[config.mk]
export PLATFORM = sky130hd
export DESIGN_NAME = lfsr_gen
export DESIGN_NICKNAME = d
export VERILOG_FILES = /design/src/rtl/lfsr_pkg.sv /design/src/rtl/lfsr_period_mon.sv /design/src/rtl/lfsr_gen.sv
export SDC_FILE = /design/constraint.sdc
export NUM_CORES = 1
export LEC_CHECK = 0
export BUFFER_PORTS_ARGS = -buffer_cell sky130_fd_sc_hd__buf_2
export CAP_MARGIN = 10
export CORE_ASPECT_RATIO = 1.4
export CORE_MARGIN = 3
export CORE_UTILIZATION = 60
export CTS_CLUSTER_DIAMETER = 40
export DETAILED_ROUTE_END_ITERATION = 8
export HOLD_SLACK_MARGIN = 0.15
export PLACE_DENSITY = 0.95
export SLEW_MARGIN = 30
export SYNTH_ARGS = -nofsm -noshare
export SYNTH_HDL_FRONTEND = slang
export SYNTH_SLANG_ARGS = --single-unit
[constraint.sdc]
create_clock -name clk -period 7 [get_ports clk]
set_input_delay 0.35 -clock clk [delete_from_list [all_inputs] [get_ports clk]]
set_output_delay 0.35 -clock clk [all_outputs]
set_load 0.02 [all_outputs]
[src/rtl/lfsr_pkg.sv]
// Shared types and the LFSR next-state function used by lfsr_gen.
// The step function works on a fixed-size word; callers pass their real width.
package lfsr_pkg;

  typedef enum logic {
    LFSR_FIB = 1'b0,
    LFSR_GAL = 1'b1
  } lfsr_mode_e;

  localparam int unsigned LFSR_MAX_WIDTH = 32;

  typedef logic [LFSR_MAX_WIDTH-1:0] lfsr_word_t;

  // Bits at and above `width` are ignored on input and cleared on output.
  function automatic lfsr_word_t lfsr_next(
    input lfsr_word_t  state,
    input lfsr_word_t  taps,
    input lfsr_mode_e  mode,
    input int unsigned width
  );
    lfsr_word_t mask;
    lfsr_word_t s;
    logic       fb;
    mask = {LFSR_MAX_WIDTH{1'b1}} >> (LFSR_MAX_WIDTH - width);
    s    = state & mask;
    fb   = ^(s & taps & mask);
    if (mode == LFSR_FIB) begin
      lfsr_next = ((s << 1) | lfsr_word_t'(fb)) & mask;
    end else begin
      lfsr_next = (s >> 1) ^ (s[0] ? (taps & mask) : '0);
    end
  endfunction

endpackage

[src/rtl/lfsr_period_mon.sv]
// On-line period monitor: remembers the reference state and counts steps
// until the sequence returns to it.
module lfsr_period_mon
  import lfsr_pkg::*;
#(
  parameter int WIDTH = 8,
  parameter logic [WIDTH-1:0] DEFAULT_SEED = 8'h01
) (
  input  logic             clk,
  input  logic             rst,
  input  logic             step_i,
  input  logic             load_i,
  input  logic             resync_i,
  input  logic [WIDTH-1:0] state_d_i,
  output logic             period_hit,
  output logic [WIDTH-1:0] period_len
);

  logic [WIDTH-1:0] ref_q, ref_d;
  logic [WIDTH-1:0] cnt_q, cnt_d;
  logic [WIDTH-1:0] len_q, len_d;
  logic             hit_q, hit_d;
  logic [WIDTH-1:0] cnt_inc;

  assign cnt_inc = (cnt_q == '1) ? cnt_q : cnt_q + WIDTH'(1);

  // NOTE: every variable gets a default at the top of always_comb so no path
  // leaves it unassigned, which would otherwise infer a latch.
  always_comb begin
    ref_d = ref_q;
    cnt_d = cnt_q;
    len_d = len_q;
    hit_d = 1'b0;
    if (load_i) begin
      ref_d = state_d_i;
      cnt_d = '0;
    end else if (step_i) begin
      if (resync_i) begin
        // A mode change starts a fresh period from the state just reached.
        ref_d = state_d_i;
        cnt_d = '0;
      end else if (state_d_i == ref_q) begin
        hit_d = 1'b1;
        len_d = cnt_inc;
        cnt_d = '0;
      end else begin
        cnt_d = cnt_inc;
      end
    end
  end

  // NOTE: sequential state uses non-blocking assignments so every flop samples
  // the pre-edge values, independent of statement order.
  always_ff @(posedge clk or posedge rst) begin
    if (rst) begin
      ref_q <= DEFAULT_SEED;
      cnt_q <= '0;
      len_q <= '0;
      hit_q <= 1'b0;
    end else begin
      ref_q <= ref_d;
      cnt_q <= cnt_d;
      len_q <= len_d;
      hit_q <= hit_d;
    end
  end

  assign period_hit = hit_q;
  assign period_len = len_q;

endmodule

[src/rtl/lfsr_gen.sv]
// Parametrised Fibonacci/Galois LFSR with seed load, zero-seed recovery
// and an on-line period monitor.
module lfsr_gen
  import lfsr_pkg::*;
#(
  parameter int WIDTH = 8,
  parameter logic [WIDTH-1:0] TAPS = 8'hB8,
  parameter logic [WIDTH-1:0] DEFAULT_SEED = 8'h01
) (
  input  logic             clk,
  input  logic             rst,
  input  logic             enable,
  input  logic             load,
  input  logic [WIDTH-1:0] data_in,
  input  logic             mode,
  output logic [WIDTH-1:0] lfsr_out,
  output logic             bit_out,
  output logic             period_hit,
  output logic [WIDTH-1:0] period_len,
  output logic             lockup
);

  logic [WIDTH-1:0] state_q, state_d;
  lfsr_mode_e       mode_q, mode_d;
  logic             lockup_q, lockup_d;

  lfsr_mode_e       mode_cur;
  logic             step;
  logic             mode_change;
  logic             load_zero;
  logic [WIDTH-1:0] load_state;
  logic [WIDTH-1:0] step_state;

  assign mode_cur    = lfsr_mode_e'(mode);
  assign step        = enable & ~load;
  assign mode_change = step & (mode_cur != mode_q);
  assign load_zero   = (data_in == '0);
  assign load_state  = load_zero ? DEFAULT_SEED : data_in;
  assign step_state  = WIDTH'(lfsr_next(lfsr_word_t'(state_q), lfsr_word_t'(TAPS),
                                        mode_cur, WIDTH));

  always_comb begin
    state_d  = state_q;
    mode_d   = mode_q;
    lockup_d = 1'b0;
    if (load) begin
      state_d  = load_state;
      lockup_d = load_zero;
    end else if (enable) begin
      state_d = step_state;
      mode_d  = mode_cur;
    end
  end

  always_ff @(posedge clk or posedge rst) begin
    if (rst) begin
      state_q  <= DEFAULT_SEED;
      mode_q   <= LFSR_FIB;
      lockup_q <= 1'b0;
    end else begin
      state_q  <= state_d;
      mode_q   <= mode_d;
      lockup_q <= lockup_d;
    end
  end

  lfsr_period_mon #(
    .WIDTH        (WIDTH),
    .DEFAULT_SEED (DEFAULT_SEED)
  ) u_period_mon (
    .clk        (clk),
    .rst        (rst),
    .step_i     (step),
    .load_i     (load),
    .resync_i   (mode_change),
    .state_d_i  (state_d),
    .period_hit (period_hit),
    .period_len (period_len)
  );

  assign lfsr_out = state_q;
  assign bit_out  = (mode_cur == LFSR_FIB) ? state_q[WIDTH-1] : state_q[0];
  assign lockup   = lockup_q;

endmodule

* Word-level counts from Yosys, hierarchy flattened
Cells that the tools add are included.
** Word-level totals
- Word-level logic and storage cells :: 43
- Memories :: 0
- Output and inout bits :: 19
- Input port bits :: 13
- Register bits after elaboration :: 35
- Bits in latches :: 0
- Bits in writable memories :: 0
- Memory bits (read-only) :: 0
** Cells by class
- Add/sub/neg operators :: 1
- $mul :: 0
- Equal/unequal tests :: 3
- Bitwise logic cells :: 6
- Divide/modulo/power cells :: 0
- Multiplexer cells :: 19
- $lt $le $gt $ge :: 0
- Shifts and indexed selects :: 0
- Reduce and logical (&&, ||, !) cells :: 7
** Operators by type and width (count)
- $mux 8 :: 13
- $reduce_xor 32->1 :: 1
- $add 8x1->8 const B :: 1
- $eq 8x8->1 :: 1
- $eq 8x8->1 const B :: 1
- $logic_not 8->1 :: 1
- $or 8x1->8 :: 1
- $xor 7x8->8 :: 1
- $mux 1 :: 6
- $reduce_and 2->1 :: 2
- $reduce_and 4->1 :: 1
- $reduce_bool 2->1 :: 2
- $and 1x1->1 :: 2
- $not 1->1 :: 2
- $ne 1x1->1 :: 1

* Logic depth before layout (Yosys ltp)
Gate-level depths: netlist of run 1.
- Depth in word-level cells :: 10
- Mapped depth :: 10
- Gate-level depth less buffers :: 8

* Modules after synthesis
A second synthesis of run 1 with hierarchy kept.
** Unflattened totals
- Cells, all modules :: 181
- Area total of the unflattened synthesis :: 1955.6 um2
** By module, submodules not included
- lfsr_period_mon :: area an instance 1303.8 um2, times used 1, cells an instance 111
- lfsr_gen :: area an instance 651.9 um2, times used 1, cells an instance 70

* Worst setup path after synthesis of run 1
No wires, ideal clock.
- Path kind :: reg2reg
- Start :: reg state_q[0] (netlist: lfsr_out[0])
- End :: reg u_period_mon.cnt_q[2]
- Setup slack :: 4.554 ns
- Arrival :: 2.319 ns
- Stages on the path, launching flop included :: 9
- Clock period less this slack :: 2.446 ns
- Library setup time :: 0.127 ns
- Required time :: 6.873 ns
- Cells stage by stage :: dfstp_2 > buf_2 > nand2_1 > a32o_1 > a2111o_1 > or3_1 > buf_2 > o31ai_2 > a21oi_1
** Between the ends
- Word-level cells in the longest chain between the ends :: 10
** RTL lines
- start, declared :: RTL line lfsr_gen.sv:23 : logic [WIDTH-1:0] state_q, state_d;
- start signal, assigned :: RTL line lfsr_gen.sv:61 : state_q <= state_d;
- $mux 8 :: RTL line lfsr_pkg.sv:30 : lfsr_next = (s >> 1) ^ (s[0] ? (taps & mask) : '0);
- $xor 7x8->8 :: RTL line lfsr_pkg.sv:30
- $mux 8 :: RTL line lfsr_pkg.sv:27 : if (mode == LFSR_FIB) begin
- $mux 8 (*) :: RTL line lfsr_gen.sv:49 : end else if (enable) begin
- $mux 8 (*) :: RTL line lfsr_gen.sv:46 : if (load) begin
- $eq 8x8->1 (*) :: RTL line lfsr_period_mon.sv:42 : end else if (state_d_i == ref_q) begin
- $mux 8 (*) :: RTL line lfsr_period_mon.sv:42
- $mux 8 (*) :: RTL line lfsr_period_mon.sv:38 : if (resync_i) begin
- $mux 8 (*) :: RTL line lfsr_period_mon.sv:37 : end else if (step_i) begin
- $mux 8 (*) :: RTL line lfsr_period_mon.sv:34 : if (load_i) begin
- end signal, assigned :: RTL line lfsr_period_mon.sv:62 : cnt_q <= cnt_d;
- end, declared :: RTL line lfsr_period_mon.sv:20 : logic [WIDTH-1:0] cnt_q, cnt_d;
Every way passes the cells marked *; elsewhere a longest branch is shown, timed or not. The select of a mux whose other input is x is not followed.
A chain may end at the register's enable or synchronous reset.

* Final worst setup path of run 1
- Start :: reg state_q[0] (netlist: lfsr_out[0])
- End :: reg u_period_mon.len_q[2] (netlist: u_period_mon.period_len[2])
** Between the ends
- Word-level cells in the longest chain between the ends :: 7
** RTL lines
- $mux 8 :: RTL line lfsr_pkg.sv:30
- $xor 7x8->8 :: RTL line lfsr_pkg.sv:30
- $mux 8 :: RTL line lfsr_pkg.sv:27
- $mux 8 :: RTL line lfsr_gen.sv:49
- $mux 8 :: RTL line lfsr_gen.sv:46
- net state_d[5] :: RTL line lfsr_gen.sv:23
- $eq 8x8->1 :: RTL line lfsr_period_mon.sv:42
- $reduce_and 4->1 (no line)
- end signal, assigned :: RTL line lfsr_period_mon.sv:63 : len_q <= len_d;
- end, declared :: RTL line lfsr_period_mon.sv:21 : logic [WIDTH-1:0] len_q, len_d;
The timed path passes the listed nets, and every way through them passes these cells.

==> qor.yml, run 1 <==
clock_network:
  post-cts-setup-buffer-count: 0
  cts_buffer_depth: 2
  cts_root_buffer: "clkbuf_8"
  ctsHoldBuffers: 0
  numClockSinks: 35
  numCtsBuffers: 5
  cts_max_level: 2
  cts.clk_slew.worst_paths_ns: 0.07
  cts_resized: 0
  tritoncts: "done"
  worst_skew_pair.late_latency_ns: 0.29
route:
  drt_iter0_drc: 50
  drc: 0
  vias: 1692
  drtAntennaViolNets: 0
  finalWirelength_um: 4560
  via_per_inst: 6.06
  dr.pass1.iters: 4
  wl_per_cell_um: 16.3
pwr:
  max-vdd-ir-drop_v: 0.000203
  totalPowerFinal_mw: 0.554
  p_leak_nw: 1.12
  power_density_mw_per_mm2: 239
sta:
  rsz0062_at_grt: "no"
  slew_headroom_pct: 52.8
  tightest_slew_ns: 0.706
  hold_viol: 0
  setup_violations: 0
  period_share_pct: 35.6
  slew_violations: 0
  timing.fmax_mhz: 402
  setup_slack_ns: 4.51
  clock_skew_ns: 0.0105
  fin_crit_ns: 2.49
  setup_tns_ns: 0
  holdWs_ns: 0.140
placed_design:
  port_buffers: 31
  gp_congestion: 0.894
  dp_slack_ns: 4.37
  dp_hpwl_um: 3520
floorplanning:
  core.rowCount: 24
  initial_core_util_pct: 64.2
  ios: 32
  core_mm2: 0.00318
  die_w_um: 55.3
  die_area_mm2: 0.00415
  die_y_um: 75.1
worst_setup_path:
  path_max_fanout: 9
  cp_data_arrival_time_ns: 2.66
  r2r-start: "lfsr_out[0]"
  endpoint: "u_period_mon.period_len[2]"
  crit_required_ns: 7.17
  rrSetupSlack_ns: 4.51
  crit_start: "lfsr_out[0]"
  crit_type: "reg2reg"
  reg2reg_depth: 7
  r2r_end: "u_period_mon.period_len[2]"
  startpoint_type: "flip-flop"
  end_kind: "flip-flop"
synthesis:
  synth.most_common_cell: "dfrtp_1"
  synth_area_leader_cell: "dfrtp_1"
  synthTopCellsByCount: "dfrtp_1 (33), nand2_1 (27), nor2_1 (21)"
  synth_top_area_share_pct: 40.4
  syn_area_per_cell_um2: 9.74
  synth_ff_type: "dfrtp_1"
  netlist_area_mm2: 0.00204
  seq_area_frac_synth_pct: 43.0
  ys_types: 48
  synthTopCellsByArea: "dfrtp_1 (40%), nand2_1 (5.0%), xnor2_1 (4.3%)"
  synthCells: 210
  async_flop_share_pct: 100
  synth_warnings: 0
  synth-edff-count: 0
  ys_seq_elements: 35
  synth.net_count: 224
layout:
  layout-drive-gt1-share_pct: 25.0
  diodes: 0
  nets: 253
  synthToLayoutAreaGrowth_pct: 13.3
flow_run:
  drv_cap: 0
global_routing:
  gr-total-overflow: 0
  grt_pass1_vias: 1739
  antenna_found_initial: 0
  grt_max_degree: 36
  grt_pass1_wl_um: 7730
  track_usage_pct: 24.0
outcome:
  status: "completed"
min_path:
  hold_class: "in2async"
cell type report:
class	count	area, um^2
multi-input cells	156	1070
repair buffers	32	163
clock buffers	6	82.6
clock inverters	2	35.0
well taps	39	48.8
flip-flops and latches	35	878
inverters	9	33.8
fillers	252	867
worst max-delay path, stage by stage, from the launching register on:
cell and delay (ns):
dfstp_2 0.63, xor2_1 0.15, nor2_1 0.07, o41ai_2 0.46, xnor2_1 0.20, and3_1 0.31, nand3_4 0.18, mux2_1 0.36
logic make-up after synthesis:
kind of cell / count (synthesis) / synth area share [%]
DFF: 35 / 43.0
xor gates and xnor gates: 18 / 7.71
muxes: 16 / 8.57
AOI/OAI and AO/OA: 42 / 16.6
and+or+nand+nor: 79 / 19.0
adders and majority gates: 1 / 0.612
buffers and inverters: 19 / 4.47
worst min path at each step:
stage / start / to / slack, ns
floorplan: mode_q / mode_q / 0.47
global placement: rst / u_period_mon.ref_q[3] / 0.46
detailed placement: rst / u_period_mon.ref_q[5] / 0.47
CTS: rst / u_period_mon.period_len[7] / 0.16
global route: rst / u_period_mon.period_len[7] / 0.18
finish: rst / u_period_mon.ref_q[5] / 0.14
per-layer routing:
layer	vias up	share of wire [%]	GRT usage [%]	wire [um]
met1	821	38	25.2	1750
met2	59	55	47.0	2510
met3	8	5.1	4.63	232
met4	0	1.3	10.3	61
li1	804	-	-	-
met5	-	0	0	0
placed cells by master, fill, tap and decap left out, types with 6 or more instances in the layout:
cell type  instances
nand2_1           27
mux2_2             7
dfrtp_1           33
xnor2_1           10
xor2_1             8
clkbuf_8           6
nand3_1            6
inv_1              9
nor2_1            21
buf_2             31
where the power goes:
group | switching (mW) | internal, mW | total, mW
Sequential | 0.0227 | 0.221 | 0.244
Clock | 0.0724 | 0.115 | 0.188
Combinational | 0.0722 | 0.0503 | 0.122
flip-flops by register name, summed over array words and instances (netlist names):
register,flops
lfsr_out,8
u_period_mon.period_len,8
mode_q,1
lockup,1
u_period_mon.ref_q,8
u_period_mon.period_hit,1
u_period_mon.cnt_q,8
through the flow:
step	instance area (um^2)	instances	utilization [%]
floorplan	2040	210	-
global placement	2200	271	69.1
detailed placement	2200	271	69.1
CTS	2320	279	72.8
global route	2320	279	72.8
finish	2320	279	72.8
(Power assumes the default switching activity.)
==> inputs of run 2 (changes only) <==
--- a/config.mk
+++ b/config.mk
@@ -5,15 +5,16 @@
 export SDC_FILE = /design/constraint.sdc
 export NUM_CORES = 1
 export LEC_CHECK = 0
+export ABC_AREA = 1
 export BUFFER_PORTS_ARGS = -buffer_cell sky130_fd_sc_hd__buf_2
 export CAP_MARGIN = 10
 export CORE_ASPECT_RATIO = 1.4
 export CORE_MARGIN = 3
-export CORE_UTILIZATION = 60
+export CORE_UTILIZATION = 51
 export CTS_CLUSTER_DIAMETER = 40
 export DETAILED_ROUTE_END_ITERATION = 8
 export HOLD_SLACK_MARGIN = 0.15
-export PLACE_DENSITY = 0.95
+export PLACE_DENSITY = 0.86
 export SLEW_MARGIN = 30
 export SYNTH_ARGS = -nofsm -noshare
 export SYNTH_HDL_FRONTEND = slang
==> constraint.sdc (replaced) <==
create_clock -name clk -period 2.2 [get_ports clk]
set_input_delay 0.11 -clock clk [delete_from_list [all_inputs] [get_ports clk]]
set_output_delay 0.11 -clock clk [all_outputs]
set_load 0.02 [all_outputs]
==> qor.yml, run 2 <==
outcome:
  status: "completed"
floorplanning:
  die_y_um: 82.6  # +10%
  ios: 32  # unchanged
  core_mm2: 0.00399  # +25%
  die_w_um: 60.7  # +9.8%
  initial_core_util_pct: 53.7  # -11 points
  die_area_mm2: 0.00502  # +21%
  core.rowCount: 27  # +13%
pwr:
  p_int_mw: 1.05  # +170%
  p_switching_mw: 0.531  # +220%
  seqPwrFrac_pct: 47.2  # +3.2 points
  comb_power_share_pct: 24.9  # +2.8 points
  power_density_mw_per_mm2: 636  # +170%
  max-vdd-ir-drop_v: 0.000524  # +160%
  clock_power_share_pct: 27.9  # -6.0 points
  p_leak_nw: 1.40  # +25%
  totalPowerFinal_mw: 1.58  # +180%
  switching_share_pct: 33.7  # +3.4 points
worst_setup_path:
  rrSetupSlack_ns: 0.27  # -4.24 ns
  path_max_fanout: 7  # -2
  startpoint_type: "flip-flop"
  crit_type: "reg2reg"
  cp_num_buf_inv: 2  # +2
  crit_required_ns: 2.42  # -4.75 ns
  cp_slowest_stage_delay_ns: 0.41  # -0.22 ns
  slowest_stage: "dfrtp_1"
  crit_chain: "ha_1, nand2_1, nor2_1, nand4_1, nor2_1, inv_1, o21ai_0, inv_1, nor2_1, nand2_1, nand2_1"
  cp_data_arrival_time_ns: 2.15  # -0.51 ns
  end_kind: "flip-flop"
  crit_family: "simple AND/OR/NAND/NOR gates"
global_routing:
  grt_pass1_wl_um: 8780  # +14%
  antenna_found_initial: 0  # unchanged
  grt_pass1_vias: 2055  # +18%
  gr-total-overflow: 0  # unchanged
  grt_max_degree: 36  # unchanged
  track_usage_pct: 23.3  # -0.76 points
synthesis:
  synthTopCellsByArea: "dfrtp_1 (39%), nand2_1 (19%), nand3_1 (6.8%)"
  synth_warnings: 0  # unchanged
  synth_top_area_share_pct: 38.6  # -1.8 points
  synthCells: 305  # +45%
  synth.most_common_cell: "nand2_1"
  synth_area_leader_cell: "dfrtp_1"
  synth_ff_type: "dfrtp_1"
  synth.net_count: 319  # +42%
  netlist_area_mm2: 0.00214  # +4.7%
  synthTopCellsByCount: "nand2_1 (111), inv_1 (37), dfrtp_1 (33)"
  ys_seq_elements: 35  # unchanged
  async_flop_share_pct: 100  # unchanged
  syn_area_per_cell_um2: 7.01  # -28%
  seq_area_frac_synth_pct: 41.1  # -1.9 points
  synth-edff-count: 0  # unchanged
  ys_types: 29  # -40%
sta:
  slew_headroom_pct: 69.9  # +17 points
  holdWs_ns: 0.217  # +0.0767 ns
  fin_crit_ns: 1.93  # -0.558 ns
  tightest_slew_ns: 0.452  # -0.254 ns
  hold_viol: 0  # unchanged
  slew_violations: 0  # unchanged
  setup_slack_ns: 0.269  # -4.24 ns
  setup_violations: 0  # unchanged
  rsz0062_at_grt: "no"
  setup_tns_ns: 0  # unchanged
  period_share_pct: 87.8  # +52 points
  clock_skew_ns: 0.00624  # -0.00426 ns
  timing.fmax_mhz: 518  # +29%
layout:
  layout-drive-gt1-share_pct: 18.1  # -6.9 points
  multiInputGateArea_mm2: 0.00109  # +1.9%
  final_common_cell: "nand2_1"
  final_area_mm2: 0.00248  # +7.2%
  nets: 362  # +43%
  regArea_um2: 878  # unchanged
  fillers: 382  # +52%
  final_cell_mix: "nand2_1 (111), inv_1 (37), dfrtp_1 (33)"
  final_util_pct: 62.3  # -10 points
  diodes: 0  # unchanged
  synthToLayoutAreaGrowth_pct: 16.1
  layout.cells.non_filler: 392  # +41%
placed_design:
  dp_hpwl_um: 4010  # +14%
  dpl.cell_count: 380  # +40%
  placed_cell_area_mm2: 0.00236  # +7.5%
  gp_congestion: 0.890  # -0.44%
  port_buffers: 31  # unchanged
  dp_slack_ns: 0.299  # -4.08 ns
clock_network:
  tritoncts: "done"
  ctsHoldBuffers: 4  # +4
  cts_resized: 0  # unchanged
  worst_skew_pair.late_latency_ns: 0.28  # about the same
  post-cts-setup-buffer-count: 0  # unchanged
  cts_root_buffer: "clkbuf_8"
  cts_max_level: 2  # unchanged
  numCtsBuffers: 5  # unchanged
  cts.clk_slew.worst_paths_ns: 0.07  # about the same
  numClockSinks: 35  # unchanged
  cts_buffer_depth: 2  # unchanged
route:
  dr.pass1.iters: 4  # unchanged
  via_per_inst: 5.32  # -12%
  wl_per_cell_um: 13.3  # -18%
  vias: 2084  # +23%
  drtAntennaViolNets: 0  # unchanged
  drt_iter0_drc: 89  # +78%
  finalWirelength_um: 5220  # +15%
  drc: 0  # unchanged
min_path:
  hold_class: "in2reg"
flow_run:
  drv_cap: 0  # unchanged
[run 2: changes by cell type in the layout (fill, tap and decap cells not counted), sizes merged, moves of 10 or more]
cell	before	now
inv	9	38
nand4	1	11
mux2	12	0
xnor2	10	0
nand3	7	29
nand2	27	118
[run 2: power groups by stage]
stage / clock [mW] / sequential, mW / combinational [mW]
after floorplan: 0 / 0.770 / 0.263
after global placement: 0 / 0.753 / 0.381
after detailed placement: 0 / 0.757 / 0.388
after CTS: 0.456 / 0.745 / 0.395
after global routing: 0.474 / 0.753 / 0.445
final: 0.441 / 0.745 / 0.393
[run 2: cell type report]
class	instances	share of cell area (%)
Multi-Input combinational cell	228	44.1
Inverter	38	5.74
Clock buffer	7	3.07
Clock inverter	1	0.202
Sequential cell	35	35.4
Timing Repair Buffer	40	9.37
Tap cell	43	2.17
[run 2: worst register-to-register path, stage by stage (launching register included)]
cell and delay (ns):
dfrtp_1 0.41, ha_1 0.23, nand2_1 0.07, nor2_1 0.12
nand4_1 0.11, nor2_1 0.24, inv_1 0.17, o21ai_0 0.27
inv_1 0.07, nor2_1 0.08, nand2_1 0.06, nand2_1 0.05
[run 2: path summary, 6_finish.rpt]
| path | to | startpoint | cells past startpoint |
|---|---|---|---|
| setup / recovery | u_period_mon.cnt_q[1] | u_period_mon.cnt_q[0] | 11 |
| min in group asynchronous | lockup | rst | 4 |
| max in group asynchronous | lfsr_out[0] | rst | 4 |
| hold reg to reg | u_period_mon.period_len[6] | u_period_mon.period_len[6] | 2 |
| hold / removal | mode_q | enable | 3 |
| setup reg to reg | u_period_mon.cnt_q[1] | u_period_mon.cnt_q[0] | 11 |
[run 2: cells by family (layout without fill, tap and decap cells)]
group	after synthesis	in the layout	share of synthesized area, %
simple gates	194	194	40.5
flops	35	35	41.1
xor+xnor	5	5	2.05
fa+ha+maj	1	1	0.585
buf+inv	42	86	7.78
compound gates	28	28	8.07
[run 2: layer usage]
metal | GRT usage [%] | vias up | share of wire [%] | routed length [um]
li1 | - | 1059 | - | -
met1 | 24.1 | 949 | 41 | 2130
met2 | 42.6 | 58 | 52 | 2730
met3 | 4.35 | 18 | 3.7 | 194
met4 | 13.0 | 0 | 3.2 | 167
met5 | 0 | - | 0 | 0
